**src/rtl/cart_dump_streamer.sv**
```systemverilog
// Cartridge ROM dump engine: walks a PRG or CHR address range, settles, latches each byte, streams it to the UART.
// Build option DUMP_CHECKSUM_EN appends an 8-bit mod-256 sum of the dumped bytes after the last data byte.
module cart_dump_streamer #(
    parameter int ADDR_W        = 15,
    parameter int SETTLE_CYCLES = 4
) (
    input  logic              CLOCK_50,
    input  logic              RESET_N,
    input  logic              start,
    input  logic              chan_sel,
    input  logic [ADDR_W-1:0] last_addr,
    output logic [ADDR_W-1:0] cpu_addr,
    input  logic [7:0]        cpu_data,
    output logic              romsel_n,
    output logic [ADDR_W-1:0] ppu_addr,
    input  logic [7:0]        ppu_data,
    output logic              ppu_rd_n,
    output logic              tx_start,
    output logic [7:0]        tx_data,
    input  logic              tx_ready,
    output logic              busy,
    output logic              done,
    output logic [ADDR_W:0]   byte_count
);
    typedef enum logic [3:0] {
        IDLE, SETTLE, LATCH, SEND, WAIT_BUSY, WAIT_ACK, NEXT,
`ifdef DUMP_CHECKSUM_EN
        CSUM,
`endif
        FINISH
    } state_t;

    localparam logic [7:0] SETTLE_LOAD = 8'(SETTLE_CYCLES - 1);

    state_t            state;
    logic              chan_q;
    logic [ADDR_W-1:0] last_q;
    logic [ADDR_W-1:0] addr;
    logic [7:0]        settle_cnt;
`ifdef DUMP_CHECKSUM_EN
    logic [7:0]        sum;
    logic              csum_phase;
`endif

    // Only the selected bus sees the walking address; the idle bus is parked at 0.
    assign cpu_addr = chan_q ? '0 : addr;
    assign ppu_addr = chan_q ? addr : '0;
    assign busy     = (state != IDLE);

    always_ff @(posedge CLOCK_50 or negedge RESET_N) begin
        if (!RESET_N) begin
            state      <= IDLE;
            chan_q     <= 1'b0;
            last_q     <= '0;
            addr       <= '0;
            settle_cnt <= '0;
            romsel_n   <= 1'b1;
            ppu_rd_n   <= 1'b1;
            tx_start   <= 1'b0;
            tx_data    <= '0;
            done       <= 1'b0;
            byte_count <= '0;
`ifdef DUMP_CHECKSUM_EN
            sum        <= '0;
            csum_phase <= 1'b0;
`endif
        end else begin
            tx_start <= 1'b0;
            done     <= 1'b0;
            case (state)
                IDLE: if (start) begin
                    chan_q     <= chan_sel;
                    last_q     <= last_addr;
                    addr       <= '0;
                    byte_count <= '0;
                    settle_cnt <= SETTLE_LOAD;
                    romsel_n   <= chan_sel;
                    ppu_rd_n   <= ~chan_sel;
`ifdef DUMP_CHECKSUM_EN
                    sum        <= '0;
                    csum_phase <= 1'b0;
`endif
                    state      <= SETTLE;
                end
                SETTLE: begin
                    if (settle_cnt == 8'd0) state <= LATCH;
                    else settle_cnt <= settle_cnt - 8'd1;
                end
                LATCH: begin
                    tx_data <= chan_q ? ppu_data : cpu_data;
`ifdef DUMP_CHECKSUM_EN
                    sum     <= sum + (chan_q ? ppu_data : cpu_data);
`endif
                    state   <= SEND;
                end
                SEND: if (tx_ready) begin
                    tx_start <= 1'b1;
                    state    <= WAIT_BUSY;
                end
                // The UART dropping ready is the only proof it took the byte.
                WAIT_BUSY: if (!tx_ready) state <= WAIT_ACK;
                WAIT_ACK: if (tx_ready) begin
`ifdef DUMP_CHECKSUM_EN
                    if (csum_phase) begin
                        state <= FINISH;
                    end else begin
                        byte_count <= byte_count + 1'b1;
                        state      <= NEXT;
                    end
`else
                    byte_count <= byte_count + 1'b1;
                    state      <= NEXT;
`endif
                end
                NEXT: begin
                    if (addr == last_q) begin
`ifdef DUMP_CHECKSUM_EN
                        state <= CSUM;
`else
                        state <= FINISH;
`endif
                    end else begin
                        addr       <= addr + 1'b1;
                        settle_cnt <= SETTLE_LOAD;
                        state      <= SETTLE;
                    end
                end
`ifdef DUMP_CHECKSUM_EN
                CSUM: begin
                    tx_data    <= sum;
                    csum_phase <= 1'b1;
                    state      <= SEND;
                end
`endif
                FINISH: begin
                    romsel_n <= 1'b1;
                    ppu_rd_n <= 1'b1;
                    done     <= 1'b1;
                    state    <= IDLE;
                end
                default: state <= IDLE;
            endcase
        end
    end
endmodule

```
**config.mk**
```make
export PLATFORM = sky130hd
export DESIGN_NAME = cart_dump_streamer
export DESIGN_NICKNAME = d
export VERILOG_FILES = /design/src/rtl/cart_dump_streamer.sv
export SDC_FILE = /design/constraint.sdc
export NUM_CORES = 1
export LEC_CHECK = 0
export CELL_PAD_IN_SITES_DETAIL_PLACEMENT = 0
export CELL_PAD_IN_SITES_GLOBAL_PLACEMENT = 2
export CORE_MARGIN = 1.5
export CORE_UTILIZATION = 29
export DETAILED_ROUTE_END_ITERATION = 6
export HOLD_SLACK_MARGIN = 0.03
export PLACE_DENSITY_LB_ADDON = 0.1
export REMOVE_ABC_BUFFERS = 1
export SETUP_SLACK_MARGIN = 0.4
export SLEW_MARGIN = 30
export SYNTH_ARGS = -nofsm -noshare
export SYNTH_HDL_FRONTEND = slang
export SYNTH_SLANG_ARGS = --single-unit
export TNS_END_PERCENT = 100
```
**constraint.sdc**
```tcl
create_clock -name CLOCK_50 -period 2.75 [get_ports CLOCK_50]
set_input_delay 0.4125 -clock CLOCK_50 [delete_from_list [all_inputs] [get_ports CLOCK_50]]
set_output_delay 0.4125 -clock CLOCK_50 [all_outputs]
set_load 0.01 [all_outputs]
```
# Yosys cells after proc, flatten, opt, wreduce, memory -nomap -nowiden
# Cells that the tools add are included.
# Widths: inputs -> output; s select.
# word_totals
register_bits,71
inputBits,36
wordCells,70
# op_classes
n_addsub,3
eq_ne,15
n_mux,27
bitwise_logic,1
n_reduce_logical,13
# op_table
operator,n
$mux 15,4
$mux 16,2
$mux 8,4
$pmux 16 s2,1
$pmux 15 s2,1
$pmux 4 s7,1
$pmux 8 s3,1
$mux 4,5
$add 16x1->16 const B,1
$eq 4x3->1 const B,4
$add 15x1->15 const B,1
$eq 15x15->1,1
$ne 2x2->1 const B,7
$eq 4x2->1 const B,2
$logic_not 8->1,1
$sub 8x1->8 const B,1
$reduce_and 3->1,2
$reduce_bool 2->1,3
$mux 1,5
$reduce_and 5->1,1
$eq 4x1->1 const B,1
$logic_not 4->1,1
$pmux 1 s2,2
$reduce_and 2->1,2
5 further kinds,5

# Depth between registers and ports, before layout
# Gate-level depths: netlist of run 1.
# logic_depth
depth_word,3
ltp_mapped,7

# Worst setup path before layout of run 1
# OpenSTA, ideal clock, no wires.
# synth_timing
path_kind,reg2reg
start,register settle_cnt[0]
end,register settle_cnt[1]
arrival_time_ns,1.879
path_slack_ns,0.742
path_stages_with_launch,8
path_buffers,0
period_less_slack_ns,2.008
cell_sequence,dfrtp_1 > inv_1 > ha_1 > or4b_2 > o21a_1 > o21ai_2 > nor2_1 > a2bb2oi_1
# synth_between
elab_chain_cells,3
elab_cells_between_ends,6
classes_between,add/sub (1); eq/ne (1); mux (2); reduce/logical (2)
# synth_rtl
element,line,source
from (decl),39,logic [7:0] settle_cnt;
from (signal assigned),87,else settle_cnt <= settle_cnt - 8'd1;
$sub 8x1->8 / $logic_not 8->1 (equally long branches),"87, 86",
$mux 8 / $ne 2x2->1 (equally long branches),n/a,
$pmux 8 s3 / $reduce_and 4->1 (equally long branches),n/a,
# Parallel ways exist; a longest one is shown, timed or not. The select of a mux whose other input is x is not followed.
# A chain may end at the register's enable or synchronous reset.

# Worst setup path in the final report of run 1
# layout_timing
start,register chan_q
end,output port ppu_addr[10]
# layout_between
elab_chain_cells,1
# layout_rtl
element,line,source
from (decl),36,logic chan_q;
from (signal assigned),72,chan_q <= chan_sel;
$mux 15,47,assign ppu_addr = chan_q ? addr : '0;
to (decl),15,"output logic [ADDR_W-1:0] ppu_addr,"
# No other way between the ends.

==> metrics.md, run 1 <==
| Metric | Value |
|---|---|
| Post-route minimum period | `2.216 ns` |
| Post-DP HPWL | `7344 um` |
| Post-synth ARST share | `100.0%` |
| Synth warnings | `0` |
| Pin count of the biggest net entering global routing | `32` |
| Maximum clock insertion buffer count | `2` |
| First-pass detailed-route iteration total | `4` |
| Worst Skew | `0.005610 ns` |
| Crit Path Category | `register to output port` |
| Yosys top cell by area | `dfrtp_1` |
| Placed cell area | `4949 um2` |
| Met3 WL | `342 um` |
| Buffers on Ports | `94` |
| WL met2 | `5005 um` |
| Full die area | `13,630 um2` |
| Power density over the cells | `889.2 nW/um2` |
| Final GP Congestion | `0.7529` |
| P&R area growth vs syn | `42.35%` |
| Synth Flop Type | `dfrtp_1` |
| Most frequent cells in the layout | `clkdlybuf4s50_1, nand2_1, dfrtp_1` |
| CTS H-tree depth | `3` |
| Row cnt | `41` |
| Critical path arrival | `1.80 ns` |
| Fin cells | `693` |
| Post-route ant nets | `0` |
| Clk sinks | `70` |
| Wl on met1 | `4577 um` |
| Top cell type's share of synthesized area | `45.35%` |
| CTS tree | `built` |
| Fillcell total | `1,309` |
| Initial core utilization | `29.73%` |
| Fmax | `0.4513 GHz` |
| CP Launch Type | `register` |
| Worst IR Drop VDD | `0.4420 mV` |
| DR iter-0 viols | `76` |
| Crit path max-delay cell type | `clkdlybuf4s50_1` |
| Gr ovfl total | `0` |
| Distinct cells, synth | `50` |
| Initial antenna violation count | `0` |
| Mean Syn Cell Area | `9.020 um2` |
| Setup crit end kind | `output port` |
| Most common cell after layout, fill and taps aside | `clkdlybuf4s50_1` |
| Vias in the first global route | `3,223` |
| Vias | `3,279` |
| FF+latch count, synth | `70` |
| Worst slew pin tran | `0.7023 ns` |
| Fin crit share | `80.57%` |
| First-pass GRT wire length | `16,350 um` |
| GRT Total Usage | `15.68%` |
| Clock-pin transition on the worst setup and hold timing paths | `0.06 ns` |
| CP Max Fanout | `18` |
| Setup TNS | `0 ns` |
| Post-Route WL | `10,070 um` |
| Per-cell routed wire length | `14.53 um` |
| Post-synth EDFFs | `0` |
| Max cap viols | `0` |
| CTS root buf | `clkbuf_16` |
| CP Data Required Time | `2.34 ns` |
| Num ports | `95` |
| Crit path cell chain | `buf_4, inv_1, nor2_1, clkdlybuf4s50_1` |
| Cell Area, Synth | `3752 um2` |
| Diodes inserted | `0` |
| Via density | `4.732` |
| # setup viols final | `0` |
| Seq/Total Area, Yosys | `46.75%` |
| Clk_lat worst skew | `0.33 ns` |
| Status | `finished clean` |
| DRC | `0` |
| HP Class | `input port to async pin` |
| Die extent in y | `116.8 um` |
| Critical path's largest stage delay | `0.56 ns` |
| CTS Buf Count | `9` |
| Share of layout cells above drive strength 1 | `9.213%` |
| Max Transition Viols Final | `0` |
| Design area | `5341 um2` |
| Synth area leaders | `dfrtp_1, nand2_1, xnor2_1` |
| RSZ-0062 raised after global routing | `no` |
| Leak | `0.002255 uW` |
| Cells after Synth | `416` |
| Die Width | `116.8 um` |
| Final hold vios | `0` |
| Total Nets Final | `556` |
| Core Region | `12,620 um2` |
| Post-CTS Hold Buffers | `0` |
| Relative slew margins | `53.18%` |
| Placed Instances | `676` |
| Highest metal layer with signal wires | `met4` |
worst paths after layout:
path,startpoint,endpoint,slack (ns),cells after the start
min in group CLOCK_50,last_q[9]$_DFFE_PN0P_,last_q[9]$_DFFE_PN0P_,0.50,2
hold / removal,RESET_N,last_q[6]$_DFFE_PN0P_,0.13,1
hold reg to reg,last_q[9]$_DFFE_PN0P_,last_q[9]$_DFFE_PN0P_,0.50,2
max in group asynchronous,RESET_N,state[2]$_DFFE_PN0P_,1.87,2
setup reg to reg,settle_cnt[0]$_DFFE_PN0P_,settle_cnt[2]$_DFFE_PN0P_,0.59,7
setup / recovery,chan_q$_DFFE_PN0P_,ppu_addr[10],0.53,4
what timing repair did:
action | CTS | global route
gates resized for setup | 0 | 5
endpoints found under the setup margin | 0 | 10
endpoints found under the hold margin | 0 | 0
buffers inserted | 0 | 1
worst max-delay path: cells and delay by family (launching register included):
family        cells  cell delay, ns
buf+inv           3            0.92
simple gates      1            0.16
flops             1            0.38
cells in the mapped netlist, types with 3 or more instances:
cell and instances:
nand2_1 70, dfrtp_1 68, nor2_1 39, o21ai_0 21, and2_1 17, xnor2_1 17, clkbuf_1 15, nor2b_1 15
a21oi_1 14, nand3_1 14, nand4_1 12, o31ai_1 11, xor2_1 11, inv_1 9, mux2i_1 9, a31oi_1 8
nor3_1 7, buf_2 6, nand2b_1 6, o22a_1 5, ha_1 4, and3_1 3, nor4_1 3
layer usage:
layer	track usage [%]	vias to the layer above
li1	-	1636
met1	19.99	1574
met2	26.63	60
met3	2.439	9
met4	6.345	0
met5	0	-
power by group:
part / internal, uW / switching (uW) / total, uW
sequential: 1330 / 270 / 1600
combinational: 784 / 914 / 1700
clock: 1000 / 450 / 1450
total: 3120 / 1630 / 4750
area by class of cell:
type | count | area [um2] | area share [%]
flip-flops and latches | 70 | 1755 | 32.86
multi-input cells | 314 | 1882 | 35.23
clock buffers | 10 | 239.0 | 4.474
inverters | 9 | 33.78 | 0.6325
clock inverters | 6 | 132.6 | 2.483
well taps | 172 | 215.2 | 4.029
repair buffers | 112 | 1084 | 20.29
registers in the layout, summed over array words and instances (netlist names):
register and count:
romsel_n 1, state 3, settle_cnt 8, chan_q 1, tx_start 1, ppu_rd_n 1, last_q 15, done 1
addr 15, byte_count 16, tx_data 8
metrics by stage:
stage	utilization, %	power (uW)	setup slack (ns)	hold WS (ns)
2_1_floorplan	-	2573	0.2971	0.1169
3_3_place_gp	39.21	3294	0.3002	0.4616
3_5_place_dp	39.21	3309	0.2691	0.4859
4_1_cts	42.16	4790	0.5138	0.1601
5_1_grt	42.33	5105	0.4244	0.1817
6_report	42.33	4750	0.5344	0.1252
cell families (layout without fill, tap and decap cells):
logic type / count (synthesis) / count (layout) / share of synthesized area, %
AND/OR/NAND/NOR: 198 / 198 / 25.74
AO/OA/AOI/OAI: 75 / 75 / 13.81
flip-flops: 70 / 70 / 46.75
buffers and inverters: 32 / 137 / 3.434
XOR/XNOR: 28 / 28 / 6.535
multiplexers: 9 / 9 / 2.401
adder cells (fa/ha/maj): 4 / 4 / 1.334
(Power assumes the default switching activity.)
==> inputs of run 2 (changes only) <==
==> constraint.sdc (replaced) <==
create_clock -name CLOCK_50 -period 2.29 [get_ports CLOCK_50]
set_input_delay 0.3435 -clock CLOCK_50 [delete_from_list [all_inputs] [get_ports CLOCK_50]]
set_output_delay 0.3435 -clock CLOCK_50 [all_outputs]
set_load 0.01 [all_outputs]
==> run 2 against run 1 <==
Wire length rose by 7.5%. Utilization rose by 2.8 points. Count of clock-buffer cells in the layout increased by 2. Register-to-register slack got worse by 0.19 ns.
==> metrics.md, run 2 (synthesized netlist as in run 1, its figures left out) <==
| Metric | Value |
|---|---|
| Status | `finished clean` |
| Biggest register | `byte_count` |
| Worst slew pin tran | `0.6754 ns` |
| Clock-pin transition on the worst setup and hold timing paths | `0.06 ns` |
| Cells on worst reg2reg path | `9` |
| Buffers on Ports | `94` |
| Highest metal layer with signal wires | `met4` |
| Setup slack, reg-to-reg | `0.40 ns` |
| Critical path arrival | `2.11 ns` |
| Largest registers | `byte_count (16), addr (15), last_q (15)` |
| # setup viols final | `0` |
| Share of layout cells above drive strength 1 | `18.63%` |
| Max FFs per register | `16` |
| Setup crit end kind | `register` |
| Placed Instances | `685` |
| Relative slew margins | `54.84%` |
| R2R Path Start | `state[2]$_DFFE_PN0P_` |
| Design area | `5697 um2` |
| Post-Route WL | `10,820 um` |
| First-pass GRT wire length | `16,460 um` |
| Full die area | `13,630 um2` |
| HP Class | `input port to async pin` |
| Vias | `3,459` |
| Clk sinks | `70` |
| CTS Buf Count | `9` |
| Critical Path Most Common Cell | `buf_4` |
| CTS root buf | `clkbuf_16` |
| Per-cell routed wire length | `14.92 um` |
| Final core area utilization | `45.14%` |
| Maximum clock insertion buffer count | `2` |
| Worst IR Drop VDD | `0.5148 mV` |
| Via density | `4.771` |
| Max Transition Viols Final | `0` |
| Diodes inserted | `0` |
| Final Total Pwr | `5879 uW` |
| Worst Skew | `0.003809 ns` |
| Met3 WL | `421 um` |
| Most common cell after layout, fill and taps aside | `nand2_1` |
| Top Family by Delay on Critical Path | `buffers and inverters` |
| DRC | `0` |
| CTS tree | `built` |
| Fmax | `0.5281 GHz` |
| First-pass detailed-route iteration total | `4` |
| Clk_lat worst skew | `0.34 ns` |
| Wl on met1 | `4964 um` |
| Leak | `0.002744 uW` |
| Fin cells | `725` |
| Final hold vios | `0` |
| Post-DP HPWL | `7323 um` |
| CP Data Required Time | `2.50 ns` |
| Vias in the first global route | `3,231` |
| Total Nets Final | `588` |
| Fin crit share | `82.69%` |
| Crit path buf inv count | `4` |
| Gr ovfl total | `0` |
| Reg-to-reg critical path endpoint | `addr[7]$_DFFE_PN0P_` |
| CP Launch Type | `register` |
| GRT Total Usage | `15.79%` |
| Num ports | `95` |
| Die Width | `116.8 um` |
| Die extent in y | `116.8 um` |
| Power density over the cells | `1032 nW/um2` |
| WL met2 | `5291 um` |
| Max cap viols | `0` |
| Crit path cell chain | `and3b_1, nand4_1, nor4_4, buf_4, buf_4, buf_4, buf_4, o31ai_1, o21ai_0` |
| Initial core utilization | `29.73%` |
| Crit Path Category | `register to register` |
| Initial antenna violation count | `0` |
| Core Region | `12,620 um2` |
| DR iter-0 viols | `75` |
| Pin count of the biggest net entering global routing | `44` |
| Hold Slack | `0.3283 ns` |
| Post-route minimum period | `1.894 ns` |
| Placed cell area | `5016 um2` |
| Most frequent cells in the layout | `nand2_1, clkdlybuf4s50_1, dfrtp_1` |
| CTS H-tree depth | `3` |
| Critical path's largest stage delay | `0.45 ns` |
| Crit path max-delay cell type | `dfrtp_2` |
| RSZ-0062 raised after global routing | `yes` |
| P&R area growth vs syn | `51.82%` |
| Post-route ant nets | `0` |
| Final GP Congestion | `0.7586` |
| CP Max Fanout | `7` |
| Row cnt | `41` |
[run 2: cell count changes in the layout (fill, tap and decap cells not counted), sizes merged, moves of 2 or more]
| cell | before | now |
|---|---|---|
| buf | 19 | 49 |
| bufinv | 4 | 1 |
| clkbuf | 10 | 13 |
| clkdlybuf4s50 | 93 | 61 |
| clkinv | 1 | 3 |
| dlygate4sd2 | 0 | 19 |
| dlymetal6s2s | 0 | 12 |
[run 2: per-layer routing]
layer  vias to the layer above  track usage [%]
li1                       1704                -
met1                      1678            20.17
met2                        66            25.73
met3                        11            4.255
met4                         0            5.783
met5                         -                0
[run 2: final cells by class]
cell class                 count  area, um2
multi-input combinational    314       2001
sequential                    70       1768
fill                        1315       6923
clock inverter                 4      45.04
inverter                       9      33.78
clock buffer                  12      256.5
timing repair buffer         144       1378
tap                          172      215.2
[run 2: how the worst max path moves through the flow]
stage | startpoint | to | slack (ns) | cells after the start
2_1_floorplan | state[1]$_DFFE_PN0P_ | settle_cnt[1]$_DFFE_PN0P_ | -0.16 | 5
5_1_grt | state[2]$_DFFE_PN0P_ | addr[7]$_DFFE_PN0P_ | 0.32 | 9
3_3_place_gp | start | byte_count[8]$_DFFE_PN0P_ | 0.07 | 7
6_report | state[2]$_DFFE_PN0P_ | addr[7]$_DFFE_PN0P_ | 0.40 | 9
3_5_place_dp | start | byte_count[14]$_DFFE_PN0P_ | 0.07 | 7
4_1_cts | chan_q$_DFFE_PN0P_ | ppu_addr[9] | 0.36 | 3
[run 2: what timing repair did]
action | in CTS | in global routing
pin swaps | 2 | 9
gates resized for setup | 38 | 42
hold buffers | 1 | 0
setup buffers | 8 | 13
endpoints found under the setup margin | 56 | 48
endpoints found under the hold margin | 1 | 0
gates cloned | 0 | 2
[run 2: per-stage QoR]
stage / setup TNS (ns) / worst slack [ns]
after floorplan: -2.656 / -0.1629
after global placement: 0 / 0.07402
after detailed placement: 0 / 0.07127
after CTS: 0 / 0.3580
after global routing: 0 / 0.3177
final: 0 / 0.3964
[run 2: power by group]
part           switching [uW]  total (uW)  internal [uW]
clock network             526        1420            896
logic                    1270        2520           1250
registers                 329        1940           1610
total                    2130        5880           3750
[run 2: worst reg2reg max path, stage by stage (launching register included)]
cell and delay, ns:
dfrtp_2 0.45, and3b_1 0.22, nand4_1 0.18, nor4_4 0.05
buf_4 0.14, buf_4 0.14, buf_4 0.13, buf_4 0.12
o31ai_1 0.21, o21ai_0 0.11
